--- config.mk ---
export PLATFORM = sky130hd
export DESIGN_NAME = control_multiciclo
export DESIGN_NICKNAME = d
export VERILOG_FILES = /design/src/rtl/control_multiciclo.sv
export SDC_FILE = /design/constraint.sdc
export NUM_CORES = 1
export LEC_CHECK = 0
export CORE_MARGIN = 4
export CORE_UTILIZATION = 50
export CTS_BUF_LIST = sky130_fd_sc_hd__clkbuf_2 sky130_fd_sc_hd__clkbuf_4 sky130_fd_sc_hd__clkbuf_8
export CTS_CLUSTER_SIZE = 16
export DETAILED_ROUTE_END_ITERATION = 6
export PLACE_DENSITY = 0.88
export SYNTH_ARGS = -nofsm -noshare
export SYNTH_HDL_FRONTEND = slang
export SYNTH_SLANG_ARGS = --single-unit
--- constraint.sdc ---
create_clock -name Clk -period 4.7 [get_ports Clk]
set_input_delay 0.94 -clock Clk [delete_from_list [all_inputs] [get_ports Clk]]
set_output_delay 0.94 -clock Clk [all_outputs]
set_load 0.01 [all_outputs]
--- src/rtl/control_multiciclo.sv ---
// Multicycle MIPS control unit: sequences fetch/decode/execute states and drives datapath enables.
// Latency: outputs are combinational from the current state; one state transition per Clk edge.
// Backpressure: memory states stall on MemReady=0 and fault after TIMEOUT stalled cycles.
module control_multiciclo #(
   parameter int TIMEOUT = 15
) (
   input  logic       Clk,
   input  logic       Reset,
   input  logic [5:0] OpCode,
   input  logic       Zero,
   input  logic       MemReady,
   output logic       PCEn,
   output logic       IorD,
   output logic       MemRead,
   output logic       MemToWrite,
   output logic       IRWrite,
   output logic       MemToReg,
   output logic       RegDst,
   output logic       RegWrite,
   output logic       ALUSrcA,
   output logic [1:0] ALUSrcB,
   output logic [1:0] PCSrc,
   output logic [2:0] ALUOp,
   output logic [3:0] State,
   output logic       Error
);

   localparam int CW = (TIMEOUT < 1) ? 1 : $clog2(TIMEOUT + 1);
   localparam logic [CW-1:0] TMAX = CW'(TIMEOUT);

   localparam logic [5:0] OP_RTYPE = 6'b000000;
   localparam logic [5:0] OP_LW    = 6'b100011;
   localparam logic [5:0] OP_SW    = 6'b101011;
   localparam logic [5:0] OP_BEQ   = 6'b000100;
   localparam logic [5:0] OP_ADDI  = 6'b001000;
   localparam logic [5:0] OP_J     = 6'b000010;

   typedef enum logic [3:0] {
      FETCH  = 4'd0,
      DECODE = 4'd1,
      MEMADR = 4'd2,
      MEMRD  = 4'd3,
      MEMWB  = 4'd4,
      MEMWR  = 4'd5,
      EXEC   = 4'd6,
      RWB    = 4'd7,
      BRANCH = 4'd8,
      ADDIEX = 4'd9,
      ADDIWB = 4'd10,
      JUMP   = 4'd11,
      FAULT  = 4'd12
   } state_t;

   state_t        state;
   state_t        next_state;
   logic [CW-1:0] wait_cnt;
   logic          wait_st;
   logic          timed_out;

   // Only the three memory-handshake states count stalled cycles.
   assign wait_st   = (state == FETCH) || (state == MEMRD) || (state == MEMWR);
   // A late MemReady in the final allowed cycle still completes, so require it low.
   assign timed_out = (wait_cnt == TMAX) && !MemReady;
   assign State     = state;

   // State register; reset abandons any instruction and restarts at FETCH.
   always_ff @(posedge Clk or posedge Reset) begin
      if (Reset) begin
         state <= FETCH;
      end else begin
         state <= next_state;
      end
   end

   // Stall counter: counts consecutive not-ready cycles within one memory state.
   always_ff @(posedge Clk or posedge Reset) begin
      if (Reset) begin
         wait_cnt <= '0;
      end else if ((next_state != state) || MemReady) begin
         wait_cnt <= '0;
      end else if (wait_st) begin
         wait_cnt <= wait_cnt + CW'(1);
      end
   end

   // Next-state decode and per-state datapath controls; reset masks every output.
   always_comb begin
      next_state = state;
      PCEn       = 1'b0;
      IorD       = 1'b0;
      MemRead    = 1'b0;
      MemToWrite = 1'b0;
      IRWrite    = 1'b0;
      MemToReg   = 1'b0;
      RegDst     = 1'b0;
      RegWrite   = 1'b0;
      ALUSrcA    = 1'b0;
      ALUSrcB    = 2'b00;
      PCSrc      = 2'b00;
      ALUOp      = 3'b000;
      Error      = 1'b0;

      case (state)
         FETCH: begin
            MemRead = 1'b1;
            ALUSrcB = 2'b01;
            if (MemReady) begin
               IRWrite    = 1'b1;
               PCEn       = 1'b1;
               next_state = DECODE;
            end else if (timed_out) begin
               next_state = FAULT;
            end
         end
         DECODE: begin
            ALUSrcB = 2'b11;
            case (OpCode)
               OP_RTYPE:      next_state = EXEC;
               OP_LW, OP_SW:  next_state = MEMADR;
               OP_BEQ:        next_state = BRANCH;
               OP_ADDI:       next_state = ADDIEX;
               OP_J:          next_state = JUMP;
               default:       next_state = FAULT;
            endcase
         end
         MEMADR: begin
            ALUSrcA    = 1'b1;
            ALUSrcB    = 2'b10;
            next_state = (OpCode == OP_SW) ? MEMWR : MEMRD;
         end
         MEMRD: begin
            MemRead = 1'b1;
            IorD    = 1'b1;
            if (MemReady) begin
               next_state = MEMWB;
            end else if (timed_out) begin
               next_state = FAULT;
            end
         end
         MEMWB: begin
            RegWrite   = 1'b1;
            MemToReg   = 1'b1;
            next_state = FETCH;
         end
         MEMWR: begin
            MemToWrite = 1'b1;
            IorD       = 1'b1;
            if (MemReady) begin
               next_state = FETCH;
            end else if (timed_out) begin
               next_state = FAULT;
            end
         end
         EXEC: begin
            ALUSrcA    = 1'b1;
            ALUOp      = 3'b010;
            next_state = RWB;
         end
         RWB: begin
            RegWrite   = 1'b1;
            RegDst     = 1'b1;
            next_state = FETCH;
         end
         BRANCH: begin
            ALUSrcA    = 1'b1;
            ALUOp      = 3'b001;
            PCSrc      = 2'b01;
            PCEn       = Zero;
            next_state = FETCH;
         end
         ADDIEX: begin
            ALUSrcA    = 1'b1;
            ALUSrcB    = 2'b10;
            next_state = ADDIWB;
         end
         ADDIWB: begin
            RegWrite   = 1'b1;
            next_state = FETCH;
         end
         JUMP: begin
            PCSrc      = 2'b10;
            PCEn       = 1'b1;
            next_state = FETCH;
         end
         FAULT: begin
            Error      = 1'b1;
            next_state = FAULT;
         end
         default: begin
            next_state = FAULT;
         end
      endcase

      if (Reset) begin
         PCEn       = 1'b0;
         IorD       = 1'b0;
         MemRead    = 1'b0;
         MemToWrite = 1'b0;
         IRWrite    = 1'b0;
         MemToReg   = 1'b0;
         RegDst     = 1'b0;
         RegWrite   = 1'b0;
         ALUSrcA    = 1'b0;
         ALUSrcB    = 2'b00;
         PCSrc      = 2'b00;
         ALUOp      = 3'b000;
         Error      = 1'b0;
      end
   end

endmodule

==> results by group, run 1 <==
Die
  • I/O pin count: 31
  • Die area: 2560 sq um
  • # rows: 15
  • Core area: 1727 sq um
  • Initial cell density of the core: 52.54%
  • Die Wd: 50.60 um
  • Die Ht: 50.60 um

Global route
  • First-pass GRT wire length: 3767 um
  • Largest net degree at the start of global routing: 26
  • Vias in the first global route: 805
  • Total Routing Usage GR: 19.55%
  • Initial antenna violation count: 0
  • Grt total ovfl: 0

Clock tree
  • TritonCTS clock tree: built
  • TritonCTS buffer count: 3
  • Post-CTS sizing: 0
  • Clock Latency Late Sink: 0.25 ns
  • Cts hold-fix bufs: 0
  • Longest Clk Path Bufs: 2
  • CTS root buffer: clkbuf_4
  • Clk sink count: 8
  • CTS clk-pin slew, worst paths: 0.05 ns
  • Setup repair bufs after CTS: 0
  • H-tree Lvls: 1

Worst setup path
  • Most frequent CP cell: clkdlybuf4s50_1
  • Endpoint class of the critical path: output pin
  • Crit path max fanout: 11
  • Cell Chain, Critical Path: clkdlybuf4s50_1 -> inv_1 -> nand3_1 -> nor3b_1 -> clkdlybuf4s50_1
  • Reg2reg end: wait_cnt[2]
  • Crit start category: input pin
  • R2R cell count: 5
  • R2R Setup Slk: 2.47 ns
  • Crit path kind: in -> out
  • Critical-path cell with the highest stage delay: clkdlybuf4s50_1
  • FF-to-FF Start: State[2]
  • Family with the most delay on the worst path: buffers and inverters
  • Arr. time, crit path: 2.94 ns
  • CP bufs+invs: 3
  • Slowest stage delay, CP: 0.59 ns
  • Critical Path RT: 3.76 ns

STA
  • Endpoints failing hold: 0
  • Total negative slack: 0 ns
  • Tmin final: 3.883 ns
  • RSZ-0062 raised after global routing: false
  • Relative slew slack: 52.32%
  • Worst Tran Pin Value: 0.7151 ns
  • Period utilisation layout: 82.61%
  • Final setup viols: 0
  • Worst Skew: 0.003601 ns
  • Fmax: 0.2575 GHz
  • Slew Limit Fails: 0

Layout
  • Syn-to-layout area delta: 31.72%
  • # nets final: 156
  • Layout cells sized above 1: 6.993%
  • Most frequent cells in the layout: 29 x clkdlybuf4s50_1, 16 x nor2_1, 8 x dfrtp_1
  • Commonest non-fill, non-tap cell in the layout: clkdlybuf4s50_1
  • FILL cells: 158
  • Ant diodes: 0

Power and ir drop
  • Peak VDD IR: 243.2 uV
  • Leak: 0.4267 nW
  • Comb pwr share: 61.5%
  • Clk network pwr share: 10.0%
  • Sw Ratio: 48.98%
  • Pint: 0.0002729 W
  • Switching Power: 0.0002621 W
  • Total power draw: 0.0005350 W
  • Sequential Power Share: 28.5%
  • PD cells: 447.7 nW/um^2

Placement
  • Buffers on Ports: 29
  • Final GP Congestion: 0.8541
  • DP Wirelength: 1850 um

Synth
  • Post-Synthesis Cells: 122
  • Post-Syn Nets: 133
  • Syn avg cell area: 7.435 sq um
  • Seq/Total Area, Yosys: 22.07%
  • Post-synthesis async set-or-reset flop share: 100.0%
  • Mapped cell area: 907.1 sq um
  • Synth Register Bits: 8
  • Most used flip-flop cell after synthesis: dfrtp_1
  • EDFF count, synth: 0
  • Post-synth cell types: 43
  • Synth warnings: 0

Drt
  • Vias: 979
  • DRT iter0 DRCs: 33
  • Routed WL per cell: 14.55 um
  • Wl on met1: 1046 um
  • DR DRC count: 0
  • DR vias/cell: 5.827
  • WL final: 2445 um
  • Metal2 WL: 1107 um
  • First drt pass iteration count: 4
  • Routed Antenna Nets: 0
  • DR WL met3: 241 um
  • Max layer used: met4

Worst hold path
  • Min-delay src: wait_cnt[1]
  • Hold depth: 2
  • Hold endpoint: wait_cnt[1]
  • Min-delay worst type: reg -> reg

Job
  • Max_cap viols: 0

Status
  • Status: finished clean
[logic make-up (layout without fill, tap and decap cells)]
family	after synthesis	after routing	synth area share (%)
AND/OR/NAND/NOR	56	56	33.66
AO/OA/AOI/OAI	33	33	26.48
buffers and inverters	15	36	7.861
flip-flops	8	8	22.07
XOR/XNOR	6	6	5.794
multiplexers	2	2	2.345
adder cells (fa/ha/maj)	1	1	1.379
other	1	1	0.4134
[synth_stat cells, types with 2 or more instances]
| cell type | instances | share of area [%] |
|---|---|---|
| clkbuf_1 | 3 | 1.2 |
| a21oi_1 | 4 | 2.2 |
| xnor2_1 | 3 | 2.9 |
| nor3_2 | 4 | 4.4 |
| o21ai_0 | 5 | 2.8 |
| nand2b_1 | 4 | 2.8 |
| nor3b_1 | 3 | 2.5 |
| and3_1 | 3 | 2.1 |
| nand3_1 | 6 | 3.3 |
| inv_1 | 4 | 1.7 |
| o211ai_1 | 3 | 2.5 |
| nor4_1 | 2 | 1.4 |
| nor2b_1 | 2 | 1.4 |
| a2111oi_0 | 2 | 1.9 |
| a22oi_1 | 2 | 1.7 |
| nand2_1 | 5 | 2.1 |
| nor3_1 | 7 | 3.9 |
| dfrtp_1 | 8 | 22 |
| o21ai_1 | 2 | 1.1 |
| buf_2 | 6 | 3.3 |
| xor2_1 | 3 | 2.9 |
| buf_4 | 2 | 1.7 |
| nor2_1 | 16 | 6.6 |
| o21a_1 | 2 | 1.7 |
| a31oi_1 | 3 | 2.1 |
[how the worst max path moves through the flow]
stage,start,end,slack (ns),cells past startpoint
2_1_floorplan,Reset,MemRead,2.04,2
3_3_place_gp,Reset,ALUOp[1],0.93,5
3_5_place_dp,Reset,ALUOp[1],0.79,5
4_1_cts,Reset,ALUOp[1],0.79,5
5_1_grt,Reset,ALUOp[1],0.68,5
6_report,Reset,ALUOp[1],0.82,5
[flip-flops by register name, indices dropped and copies added, names as in the netlist]
signal,cells
wait_cnt,4
State,4
[stage by stage]
step | util, % | cell area (sq um) | hold slack (ns) | setup WS (ns) | instances
finish | 69.20 | 1195 | 0.6055 | 0.8171 | 168
global route | 69.20 | 1195 | 0.6471 | 0.6780 | 168
CTS | 69.20 | 1195 | 0.6144 | 0.7912 | 168
detailed placement | 67.90 | 1172 | 0.5984 | 0.7917 | 165
global placement | 67.90 | 1172 | 0.5775 | 0.9305 | 165
floorplan | - | 907.1 | 0.5527 | 2.041 | 122
[per-layer routing]
layer,GRT usage (%),vias up
met2,33.26,56
met1,22.40,428
li1,-,489
met5,0,-
met3,4.451,6
met4,10.76,0
[layout make-up]
class                      instances  area, sq um  area share, %
clock buffer                       3        22.52          1.885
inverter                           4        15.01          1.257
multi-input combinational         99        635.6          53.19
sequential                         8        200.2          16.75
tap                               25        31.28          2.618
timing repair buffer              29        290.3          24.29
[tightest hold or removal path, cell delays in order, from the launching register on]
cell and delay (ns):
dfrtp_1 0.37, mux2i_1 0.09, nor3_2 0.10
[power groups by stage]
stage | combinational (W) | clock [W] | sequential [W]
after global routing | 0.000355 | 0.0000586 | 0.000160
after detailed placement | 0.000325 | 0 | 0.000151
after CTS | 0.000326 | 0.0000547 | 0.000151
final | 0.000329 | 0.0000534 | 0.000152
after floorplan | 0.000255 | 0 | 0.000110
after global placement | 0.000318 | 0 | 0.000150
Note: power is estimated with default switching activity, not from simulation.
==> run 2: changes to the inputs <==
CORE_UTILIZATION = 42   (was 50)
PLACE_DENSITY = 0.79   (was 0.88)
clock period = 3.25 ns   (was 4.7 ns; I/O delays follow)
==> run 2 against run 1 <==
Cell area increased by 2.1%; first-iteration DRC count decreased by 24%; worst hold slack got worse by 0.017 ns; largest cell class unchanged; critical path type unchanged.
==> results by group, run 2 (synthesis results as in run 1) <==
Die
  • Core area: 2002 sq um (+16%)
  • Die Ht: 54.48 um (+7.7%)
  • Die area: 2968 sq um (+16%)
  • Die Wd: 54.48 um (+7.7%)
  • Initial cell density of the core: 45.31% (-7.2 points)
  • # rows: 16 (+1)
  • I/O pin count: 31 (unchanged)

Clock tree
  • Clk sink count: 8 (unchanged)
  • Cts hold-fix bufs: 0 (unchanged)
  • TritonCTS buffer count: 3 (unchanged)
  • H-tree Lvls: 1 (unchanged)
  • Setup repair bufs after CTS: 0 (unchanged)
  • CTS clk-pin slew, worst paths: 0.05 ns (about the same)
  • Post-CTS sizing: 0 (unchanged)
  • CTS root buffer: clkbuf_4
  • Longest Clk Path Bufs: 2 (unchanged)
  • TritonCTS clock tree: built
  • Clock Latency Late Sink: 0.25 ns (about the same)

Worst setup path
  • Critical Path RT: 2.60 ns (-1.16 ns)
  • Crit path kind: in -> out
  • Endpoint class of the critical path: output pin
  • Cell Chain, Critical Path: clkdlybuf4s50_1 -> inv_1 -> nand3_1 -> nor3b_1 -> clkdlybuf4s50_1
  • Slowest stage delay, CP: 0.58 ns (about the same)
  • Arr. time, crit path: 2.32 ns (-0.62 ns)
  • Critical-path cell with the highest stage delay: clkdlybuf4s50_1
  • Crit start category: input pin
  • Most frequent CP cell: clkdlybuf4s50_1
  • Family with the most delay on the worst path: buffers and inverters
  • CP bufs+invs: 3 (unchanged)
  • Crit path max fanout: 11 (unchanged)

Layout
  • Ant diodes: 0 (unchanged)
  • Multi-input logic area: 635.6 sq um (unchanged)
  • Final Instance Area: 1220 sq um (+2.1%)
  • Register Area: 200.2 sq um (unchanged)
  • Fin cells: 173 (+3.0%)
  • Commonest non-fill, non-tap cell in the layout: clkdlybuf4s50_1
  • FILL cells: 185 (+17%)
  • Syn-to-layout area delta: 34.48%
  • Most frequent cells in the layout: 29 x clkdlybuf4s50_1, 16 x nor2_1, 8 x dfrtp_1
  • # nets final: 159 (+1.9%)
  • Layout cells sized above 1: 8.904% (+1.9 points)

Placement
  • Buffers on Ports: 29 (unchanged)
  • Placed cell count: 170 (+3.0%)
  • Area post-placement: 1197 sq um (+2.1%)
  • DP Wirelength: 1824 um (-1.4%)
  • Final GP Congestion: 0.7784 (-8.9%)

Drt
  • Routed WL per cell: 13.69 um (-5.9%)
  • Routed Antenna Nets: 0 (unchanged)
  • DRT iter0 DRCs: 25 (-24%)
  • DR vias/cell: 5.809 (-0.31%)
  • First drt pass iteration count: 4 (unchanged)
  • DR DRC count: 0 (unchanged)
  • Vias: 1005 (+2.7%)
  • WL final: 2369 um (-3.1%)

STA
  • Total negative slack: 0 ns (unchanged)
  • Endpoints failing hold: 0 (unchanged)
  • RSZ-0062 raised after global routing: false
  • Worst Tran Pin Value: 0.7230 ns (+0.007835 ns)
  • Final setup viols: 0 (unchanged)
  • Fmax: 0.3362 GHz
  • Worst Skew: 0.009597 ns (+0.005995 ns)
  • Period utilisation layout: 91.52%
  • Slew Limit Fails: 0 (unchanged)
  • Tmin final: 2.974 ns
  • Relative slew slack: 51.80% (-0.52 points)

Global route
  • Largest net degree at the start of global routing: 26 (unchanged)
  • Total Routing Usage GR: 17.97% (-1.6 points)
  • Initial antenna violation count: 0 (unchanged)
  • Vias in the first global route: 892 (+11%)
  • Grt total ovfl: 0 (unchanged)
  • First-pass GRT wire length: 3912 um (+3.8%)

Status
  • Status: finished clean

Power and ir drop
  • Leak: 0.4414 nW (+3.4%)
  • PD cells: 633.6 nW/um^2 (+42%)
  • Total power draw: 0.0007729 W (+44%)
  • Peak VDD IR: 532.7 uV (+120%)

Job
  • Max_cap viols: 0 (unchanged)

Worst hold path
  • Min-delay worst type: reg -> reg
run 2: changes by cell type in the layout (fill, tap and decap cells not counted):
| cell | before | now |
|---|---|---|
| buf_4 | 0 | 3 |
run 2: report_power, final:
part	switching, W	leakage [nW]	internal, W	total [W]
Clock	0.0000320	0.0138	0.0000421	0.0000741
Combinational	0.000258	0.320	0.000236	0.000494
Sequential	0.0000809	0.108	0.000124	0.000205
run 2: final cells by class:
type                       count  area share (%)
multi-input combinational     99           52.10
clock buffer                   3           1.846
timing repair buffer          32           25.64
sequential                     8           16.41
tap                           27           2.769
inverter                       4           1.231
run 2: worst min-delay path, stage by stage, from the launching register on:
cell and delay (ns):
dfrtp_1 0.36, mux2i_1 0.09, nor3_2 0.10
run 2: per-stage QoR:
step	worst slack [ns]	hold slack (ns)	util (%)
final	0.2757	0.5884	60.94
after detailed placement	0.2790	0.5880	59.81
after global routing	0.1062	0.6338	60.94
after floorplan	0.9774	0.4740	-
after CTS	0.2636	0.5992	60.94
after global placement	0.3249	0.5744	59.81
run 2: final timing paths:
path	cells after the start	slack, ns	to	start
setup / recovery	5	0.28	ALUOp[1]	Reset
hold / removal	2	0.59	wait_cnt[1]	wait_cnt[1]
setup reg to reg	5	1.07	wait_cnt[2]	State[2]
hold reg to reg	2	0.59	wait_cnt[1]	wait_cnt[1]
max in group asynchronous	3	2.15	State[2]	Reset
min in group asynchronous	3	0.96	State[3]	Reset
run 2: per-layer routing:
layer  routed length, um  track usage [%]  vias up  share of wire (%)
met1                1023            22.44      461                 43
met2                1100            30.88       44                 46
li1                    -                -      498                  -
met4                  21            4.979        0               0.89
met3                 224            3.815        2                9.5
met5                   0                0        -                  0
